$ cat config.mk
export PLATFORM = sky130hd
export DESIGN_NAME = terrain_carver
export DESIGN_NICKNAME = d
export VERILOG_FILES = /design/src/rtl/terrain_pkg.sv /design/src/rtl/carve_mask_gen.sv /design/src/rtl/terrain_carver.sv
export SDC_FILE = /design/constraint.sdc
export NUM_CORES = 2
export LEC_CHECK = 0
export BUFFER_PORTS_ARGS = -buffer_cell sky130_fd_sc_hd__buf_2
export CAP_MARGIN = 20
export CORE_AREA = 2 2 392 394
export CTS_CLUSTER_DIAMETER = 150
export DETAILED_ROUTE_END_ITERATION = 6
export DIE_AREA = 0 0 394 396
export GPL_TIMING_DRIVEN = 0
export PLACE_DENSITY = 0.52
export SLEW_MARGIN = 20
export SYNTH_ARGS = -nofsm -noshare
export SYNTH_HDL_FRONTEND = slang
export SYNTH_HIERARCHICAL = 1
export SYNTH_SLANG_ARGS = --single-unit
$ cat constraint.sdc
create_clock -name clk -period 14.7 [get_ports clk]
set_input_delay 4.41 -clock clk [delete_from_list [all_inputs] [get_ports clk]]
set_output_delay 4.41 -clock clk [all_outputs]
set_load 0.02 [all_outputs]
$ cat src/rtl/terrain_pkg.sv
// terrain_pkg: shared terrain geometry, column word type and carver FSM states.
package terrain_pkg;

  localparam int TERR_W = 640;
  localparam int TERR_H = 480;
  localparam int R_MAX  = 63;

  typedef logic [TERR_H-1:0] terrain_col_t;

  typedef enum logic [2:0] {
    ST_IDLE  = 3'd0,
    ST_FIT   = 3'd1,
    ST_READ  = 3'd2,
    ST_WAIT  = 3'd3,
    ST_WRITE = 3'd4,
    ST_NEXT  = 3'd5,
    ST_DONE  = 3'd6
  } carver_state_t;

  // Square of a 7-bit magnitude; zero-extended so the product keeps all 14 bits.
  function automatic logic [13:0] sq7(input logic [6:0] v);
    return {7'd0, v} * {7'd0, v};
  endfunction

endpackage

$ cat src/rtl/carve_mask_gen.sv
// carve_mask_gen: column mask with bits y-h..y+h set, clipped to the terrain rows.
module carve_mask_gen
  import terrain_pkg::*;
(
  input  logic [9:0]   y,
  input  logic [5:0]   h,
  output terrain_col_t mask
);

  logic signed [11:0] lo;
  logic signed [11:0] hi;

  assign lo = $signed({2'b00, y}) - $signed({6'd0, h});
  assign hi = $signed({2'b00, y}) + $signed({6'd0, h});

  // Rows outside 0..TERR_H-1 simply have no bit, so clipping falls out of the range test.
  always_comb begin
    mask = '0;
    for (int i = 0; i < TERR_H; i++) begin
      mask[i] = ($signed(12'(i)) >= lo) && ($signed(12'(i)) <= hi);
    end
  end

endmodule

$ cat src/rtl/terrain_carver.sv
// terrain_carver: removes a filled disc from the column-organised terrain bitmap,
// one read-modify-write per column through an arbitrated single-port RAM.
module terrain_carver
  import terrain_pkg::*;
(
  input  logic              clk,
  input  logic              reset,
  input  logic              req_valid,
  output logic              req_ready,
  input  logic [9:0]        req_x,
  input  logic [9:0]        req_y,
  input  logic [6:0]        req_r,
  output logic              busy,
  output logic              done,
  input  logic              mem_gnt,
  output logic              mem_req,
  output logic [9:0]        mem_addr,
  output logic              mem_rd,
  input  logic [TERR_H-1:0] mem_rdata,
  output logic              mem_wr,
  output logic [TERR_H-1:0] mem_wdata
);

  localparam logic [9:0] X_LIM   = 10'(TERR_W);
  localparam logic [9:0] Y_LIM   = 10'(TERR_H);
  localparam logic [9:0] X_LAST  = 10'(TERR_W - 1);
  localparam logic [6:0] R_LIM   = 7'(R_MAX);
  localparam logic [5:0] R_CLAMP = 6'(R_MAX);

  carver_state_t state;
  carver_state_t state_nxt;

  logic [9:0]   cen_x;
  logic [9:0]   cen_y;
  logic [9:0]   cx;
  logic [9:0]   cx_end;
  logic [5:0]   rad;
  logic [5:0]   h;
  terrain_col_t col_buf;
  terrain_col_t mask;

  logic [5:0]   r_clamp;
  logic [9:0]   start_cx;
  logic [10:0]  end_sum;
  logic [9:0]   end_cx;
  logic         in_range;

  assign r_clamp  = (req_r > R_LIM) ? R_CLAMP : req_r[5:0];
  assign start_cx = (req_x > {4'd0, r_clamp}) ? (req_x - {4'd0, r_clamp}) : 10'd0;
  assign end_sum  = {1'b0, req_x} + {5'd0, r_clamp};
  assign end_cx   = (end_sum > {1'b0, X_LAST}) ? X_LAST : end_sum[9:0];
  assign in_range = (req_x < X_LIM) && (req_y < Y_LIM);

  // Half-height search: h walks one step per cycle toward floor(sqrt(r^2 - dx^2)).
  logic [6:0]  dx_mag;
  logic [6:0]  h_ext;
  logic [6:0]  h_inc;
  logic [13:0] dx_sq;
  logic [13:0] h_sq;
  logic [13:0] h_inc_sq;
  logic [13:0] r_sq;
  logic        grow;
  logic        shrink;

  assign dx_mag   = (cx >= cen_x) ? 7'(cx - cen_x) : 7'(cen_x - cx);
  assign h_ext    = {1'b0, h};
  assign h_inc    = h_ext + 7'd1;
  assign dx_sq    = sq7(dx_mag);
  assign h_sq     = sq7(h_ext);
  assign h_inc_sq = sq7(h_inc);
  assign r_sq     = sq7({1'b0, rad});
  assign grow     = ({1'b0, h_inc_sq} + {1'b0, dx_sq}) <= {1'b0, r_sq};
  assign shrink   = ({1'b0, h_sq} + {1'b0, dx_sq}) > {1'b0, r_sq};

  carve_mask_gen u_mask (
    .y    (cen_y),
    .h    (h),
    .mask (mask)
  );

  // State register.
  always_ff @(posedge clk or negedge reset) begin
    if (!reset) begin
      state <= ST_IDLE;
    end else begin
      state <= state_nxt;
    end
  end

  // Request latch, column walker, half-height and read-data capture.
  always_ff @(posedge clk or negedge reset) begin
    if (!reset) begin
      cen_x   <= 10'd0;
      cen_y   <= 10'd0;
      rad     <= 6'd0;
      cx      <= 10'd0;
      cx_end  <= 10'd0;
      h       <= 6'd0;
      col_buf <= '0;
    end else begin
      case (state)
        ST_IDLE: begin
          if (req_valid) begin
            cen_x  <= req_x;
            cen_y  <= req_y;
            rad    <= r_clamp;
            cx     <= start_cx;
            cx_end <= end_cx;
            h      <= 6'd0;
          end
        end
        ST_FIT: begin
          if (grow) begin
            h <= h + 6'd1;
          end else if (shrink) begin
            h <= h - 6'd1;
          end
        end
        ST_WAIT: col_buf <= mem_rdata;
        ST_NEXT: begin
          if (cx != cx_end) begin
            cx <= cx + 10'd1;
          end
        end
        default: ;
      endcase
    end
  end

  // Next state and RAM handshake; strobes follow the grant in the same cycle.
  always_comb begin
    state_nxt = state;
    mem_req   = 1'b0;
    mem_rd    = 1'b0;
    mem_wr    = 1'b0;
    mem_wdata = '0;
    case (state)
      ST_IDLE: begin
        if (req_valid) begin
          state_nxt = in_range ? ST_FIT : ST_DONE;
        end else begin
          state_nxt = ST_IDLE;
        end
      end
      ST_FIT: begin
        if (grow || shrink) begin
          state_nxt = ST_FIT;
        end else begin
          state_nxt = ST_READ;
        end
      end
      ST_READ: begin
        mem_req   = 1'b1;
        mem_rd    = mem_gnt;
        state_nxt = mem_gnt ? ST_WAIT : ST_READ;
      end
      ST_WAIT: state_nxt = ST_WRITE;
      ST_WRITE: begin
        mem_req   = 1'b1;
        mem_wr    = mem_gnt;
        mem_wdata = col_buf & ~mask;
        state_nxt = mem_gnt ? ST_NEXT : ST_WRITE;
      end
      ST_NEXT: state_nxt = (cx == cx_end) ? ST_DONE : ST_FIT;
      ST_DONE: state_nxt = ST_IDLE;
      default: state_nxt = ST_IDLE;
    endcase
  end

  assign mem_addr  = cx;
  assign req_ready = (state == ST_IDLE);
  assign busy      = (state != ST_IDLE);
  assign done      = (state == ST_DONE);

endmodule

; ---- Word-level counts from Yosys, hierarchy flattened
; Cells that the tools add are included.
[word_totals]
reg_bits = 535
in_bits = 511
output_inout_bits = 496
elab_cells = 1517
[op_classes]
n_addsub = 12
n_mul = 4
order_cmp = 968
n_eq_ne = 11
mux = 22
bitwise_logic = 2
reduce_logical = 490
[ops]
columns = operator, count
row1 = greater-or-equal comparator 10 x 12 -> 1 bit (first input constant), 224
row2 = less-or-equal comparator 10 x 12 -> 1 bit (first input constant), 224
row3 = greater-or-equal comparator 9 x 12 -> 1 bit (first input constant), 128
row4 = less-or-equal comparator 9 x 12 -> 1 bit (first input constant), 128
row5 = greater-or-equal comparator 8 x 12 -> 1 bit (first input constant), 64
row6 = less-or-equal comparator 8 x 12 -> 1 bit (first input constant), 64
row7 = logical AND 1 bit, 481
row8 = bitwise AND 480 bit, 1
row9 = 2-to-1 mux 480 bit, 1
row10 = NOT 480 bit, 1
row11 = greater-or-equal comparator 7 x 12 -> 1 bit (first input constant), 32
row12 = less-or-equal comparator 7 x 12 -> 1 bit (first input constant), 32
row13 = greater-or-equal comparator 6 x 12 -> 1 bit (first input constant), 16
row14 = less-or-equal comparator 6 x 12 -> 1 bit (first input constant), 16
row15 = greater-or-equal comparator 5 x 12 -> 1 bit (first input constant), 8
row16 = less-or-equal comparator 5 x 12 -> 1 bit (first input constant), 8
row17 = greater-or-equal comparator 4 x 12 -> 1 bit (first input constant), 4
row18 = less-or-equal comparator 4 x 12 -> 1 bit (first input constant), 4
row19 = 2-to-1 mux 10 bit, 4
row20 = multiplier 7 x 7 -> 14 bit, 2
row21 = greater-or-equal comparator 3 x 12 -> 1 bit (first input constant), 2
row22 = less-or-equal comparator 3 x 12 -> 1 bit (first input constant), 2
row23 = multiplier 6 x 6 -> 12 bit, 2
row24 = 2-to-1 mux 6 bit, 4
row25 = other kinds (43), 57

; ---- Logic depth before layout (Yosys ltp)
[depth]
depth_word = 8
depth_mapped = 52
mapped_depth_nobuf = 50

; ---- Cells and area by module
; The synthesis kept the hierarchy.
[by_module_without_submodules]
columns = mod, n_inst, cells_per_inst, area_per_inst_um2, seq_area_each_um2
row1 = terrain_carver, 1, 2624, 30451.7, 13387.8
row2 = carve_mask_gen, 1, 1776, 10452.5, 0.0

; ---- Worst setup path before layout
; No wires, ideal clock.
[synth_path]
kind = register -> register
startpoint = register cx[4] (netlist: mem_addr[4])
endpoint = register h[5]
setup_time_ns = 0.079
arrival_time_ns = 11.113
required_time_ns = 14.621
setup_slack_ns = 3.508
path_stages_with_launch = 51
n_path_buf = 3
synth_period_minus_slack_ns = 11.192
path_cell_list = dfrtp_1 -> clkbuf_1 -> inv_1 -> ha_1 -> buf_2 -> nand2_1 -> or3_1 -> o2bb2ai_1 -> or2_1 -> clkbuf_1 -> nor2_1 -> a31o_2 -> xor2_1 -> inv_1 -> ha_1 -> xnor2_1 -> fa_1 -> inv_1 -> [15 not listed] -> nor3_1 -> xnor2_1 -> ha_1 -> and2_1 -> a221o_1 -> a21o_1 -> a221oi_1 -> o21bai_1 -> nor4_4 -> inv_1 -> ha_1 -> a21o_1 -> a21oi_1 -> o21bai_1 -> a21oi_1 -> xnor2_1 -> a211oi_2 -> mux2i_1
[synth_via]
elab_chain_len = 7
word_cells_on_any_way = 13
[synth_lines]
columns = item, line
row1 = "start, declared", terrain_carver.sv:35  ; logic [9:0] cx;
row2 = "start signal, assigned", terrain_carver.sv:107  ; cx <= start_cx;
row3 = "start signal, assigned", terrain_carver.sv:122  ; cx <= cx + 10'd1;
row4 = greater-or-equal comparator 10 bit / subtractor 7 bit (equally long branches), terrain_carver.sv:65  ; assign dx_mag = (cx >= cen_x) ? 7'(cx - cen_x) : 7'(cen_x - cx);
row5 = 2-to-1 mux 7 bit *, terrain_carver.sv:65
row6 = multiplier 7 x 7 -> 14 bit *, terrain_pkg.sv:22  ; return {7'd0, v} * {7'd0, v};
row7 = adder 14 x 14 -> 15 bit / adder 12 x 14 -> 15 bit (equally long branches), "terrain_carver.sv:72, terrain_carver.sv:73"
row8 = less-or-equal comparator 15 x 12 -> 1 bit / greater-than comparator 15 x 12 -> 1 bit (equally long branches), "terrain_carver.sv:72, terrain_carver.sv:73"
row9 = inequality test 3 bit (no line) / 2-to-1 mux 6 bit (equally long branches), n/a
row10 = AND reduction 3 bit (no line) / case mux 6 bit (2 select lines) (equally long branches), n/a
row11 = "end signal, assigned", terrain_carver.sv:114  ; h <= h + 6'd1;
row12 = "end signal, assigned", terrain_carver.sv:116  ; h <= h - 6'd1;
row13 = "end, declared", terrain_carver.sv:38  ; logic [5:0] h;
; Mark *: on every way between the ends. The rest lies on a longest branch, timed or not.
; A chain may end at the register's enable or synchronous reset.

; ---- Worst setup path after layout
; Same ends and word-level chain as after synthesis.

==> flow_summary.json <==
{
  "status": "completed",
  "maxSlewHeadroom": 0.0815,
  "fin_tns_setup_ps": 0,
  "wl_um": 265000,
  "endpoint_kind": "register",
  "critPathTopFamily": "adder cells",
  "hold_violations": 0,
  "finalNetCount": 6240,
  "finalCritPeriodShare": 0.884,
  "hpwlAfterDp_um": 217000,
  "fill_cells": 16200,
  "ios": 1007,
  "yosys.area.top_type": "dfrtp_1",
  "place_area_mm2": 0.0490,
  "synth_edf_count": 0,
  "rsz0062_at_grt": "no",
  "wire_per_inst_um": 35.0,
  "multi_input_area_mm2": 0.0256,
  "ys.flop_type": "dfrtp_1",
  "clk_latency_ps": 700,
  "fin_crit_ps": 13000,
  "drc_errors": 0,
  "async_flop_share": 1.00,
  "cp_max_fo": 9,
  "num_rows": 143,
  "synth.most_common_cell": "dfrtp_1",
  "die_w_um": 394,
  "initial_core_util": 0.270,
  "grt_pass1_vias": 42500,
  "cts_root_buf": "clkbuf_16",
  "cap_violations": 0,
  "cp-start-kind": "register",
  "finClkSkew_ps": 21.4,
  "dieArea_mm2": 0.156,
  "critPathArrivalTime_ps": 13600,
  "ys_ff_latch": 535,
  "finalInstanceArea_mm2": 0.0514,
  "synth_area_mm2": 0.0409,
  "vias": 43500,
  "first_pass_iters": 7,
  "post_cts.repair.setup_buffers": 0,
  "crit_required_ps": 15300,
  "grt_pass1_wl_um": 357000,
  "crit_top_cell": "inv_1",
  "synth_top_cell_area_share": 0.327,
  "critPathSlowestCell": "xnor2_1",
  "cts_tree": "built",
  "htreeDepth": 3,
  "maxSlewViolCount": 0,
  "clkTransAtPathRegs_ps": 60,
  "cts_buffer_depth": 3,
  "die_h_um": 396,
  "netlist-cell-type-count": 103,
  "cts_sinks": 535,
  "gp_congestion": 1.05,
  "setup_viol": 0,
  "grt_max_degree": 84,
  "hold_path_class": "reg -> reg",
  "cts_inserted_buffers": 68,
  "vias_per_cell": 5.74,
  "max_freq_mhz": 76.9,
  "path_class": "reg -> reg",
  "syn_avg_cell_area_um2": 9.30,
  "postLayoutCoreUtil": 0.339,
  "grt.overflow.total": 0,
  "io_buffer_count": 1004,
  "path_buf_inv": 10,
  "ys_seq_area_frac": 0.327,
  "postRouteAntennaNets": 0,
  "ys_warn_count": 6,
  "cts_resized": 0,
  "netlist_top_cells_count": "dfrtp_1 (535), mux2_2 (484), nor3b_1 (484)",
  "antenna_found_initial": 31,
  "seqCellArea_mm2": 0.0134,
  "drive_gt1_frac": 0.332,
  "synth.area.top_cells": "dfrtp_1 (33%), mux2_2 (13%), nor3b_1 (8.9%), ha_1 (4.7%), a221oi_1 (4.4%)",
  "cts_hold_buffers": 0,
  "track_usage": 0.327,
  "syn_to_final_growth_pct": 25.6,
  "finalHoldWorstSlack_ps": 493,
  "max_stage_delay_ps": 670,
  "syn_inst": 4400,
  "core-area_mm2": 0.152,
  "drt_iter0_markers": 5154,
  "worst_slew_pin_slew_ps": 1380
}
## layout by cell type, fill, tap and decap left out, drive strengths merged, types with 7 or more instances in the layout
cell	n
a211oi	136
a21boi	9
a21o	27
a21oi	334
a221oi	208
a22oi	34
a311oi	10
a31oi	32
and2	26
and3	19
buf	1095
clkbuf	363
clkinv	15
dfrtp	535
fa	71
ha	155
inv	198
mux2	484
mux2i	13
nand2	386
nand2b	13
nand3	113
nand4	25
nor2	230
nor2b	25
nor3	78
nor3b	484
nor4	31
o2111ai	7
o211ai	16
o21a	10
o21ai	140
o21bai	14
o22a	7
o31ai	8
or2	10
or3	8
xnor2	68
xor2	24
## per-stage QoR
step / std cells / worst slack [ps]
3_3_place_gp: 7435 / -3060
6_report: 7589 / 1700
4_1_cts: 7578 / 1670
2_1_floorplan: 4401 / 3510
5_1_grt: 7584 / 799
3_5_place_dp: 7458 / 1780
## per-layer routing
layer,wire length (um),GRT usage,part of all wire,vias up
met1,108000,0.416,0.41,22000
met3,23500,0.0815,0.089,528
met5,148,0,0.00056,-
met2,120000,0.524,0.45,2511
li1,-,-,-,18400
met4,13700,0.145,0.052,20
## final timing paths
| check | from | endpoint | slack, ps | cells past startpoint |
|---|---|---|---|---|
| setup / recovery | mem_addr[4]$_DFFE_PN0P_ | h[5]$_DFFE_PN0P_ | 1700 | 48 |
| hold / removal | col_buf[358]$_DFFE_PN0P_ | col_buf[358]$_DFFE_PN0P_ | 490 | 1 |
| setup reg to reg | mem_addr[4]$_DFFE_PN0P_ | h[5]$_DFFE_PN0P_ | 1700 | 48 |
| hold reg to reg | col_buf[358]$_DFFE_PN0P_ | col_buf[358]$_DFFE_PN0P_ | 490 | 1 |
| max in group asynchronous | reset | cx_end[0]$_DFFE_PN0P_ | 9180 | 5 |
| min in group asynchronous | reset | col_buf[432]$_DFFE_PN0P_ | 3590 | 1 |
## state kept, by name (all words and copies together) (netlist names)
| register | count |
|---|---|
| col_buf | 480 |
| cen_x | 10 |
| cen_y | 10 |
| cx_end | 10 |
| mem_addr | 10 |
| h | 6 |
| rad | 6 |
| state | 3 |
## area by class of cell
class,count,area share
Antenna cell,6,0.000292
Multi-Input combinational cell,3337,0.498
Buffer,334,0.0272
Tap cell,2030,0.0494
Clock inverter,28,0.00650
Sequential cell,535,0.261
Timing Repair Buffer,1032,0.106
Clock buffer,92,0.0376
Inverter,195,0.0142
## cells by family after synthesis
group                    share of synthesized area
AO/OA/AOI/OAI                                0.178
XOR/XNOR                                    0.0199
adder cells (fa/ha/maj)                     0.0822
buffers and inverters                       0.0513
flip-flops                                   0.327
multiplexers                                 0.136
other                                     0.000184
AND/OR/NAND/NOR                              0.205
Power is not shown: default switching activity piles up to over one toggle a cycle in this logic, so the estimate is an artifact.
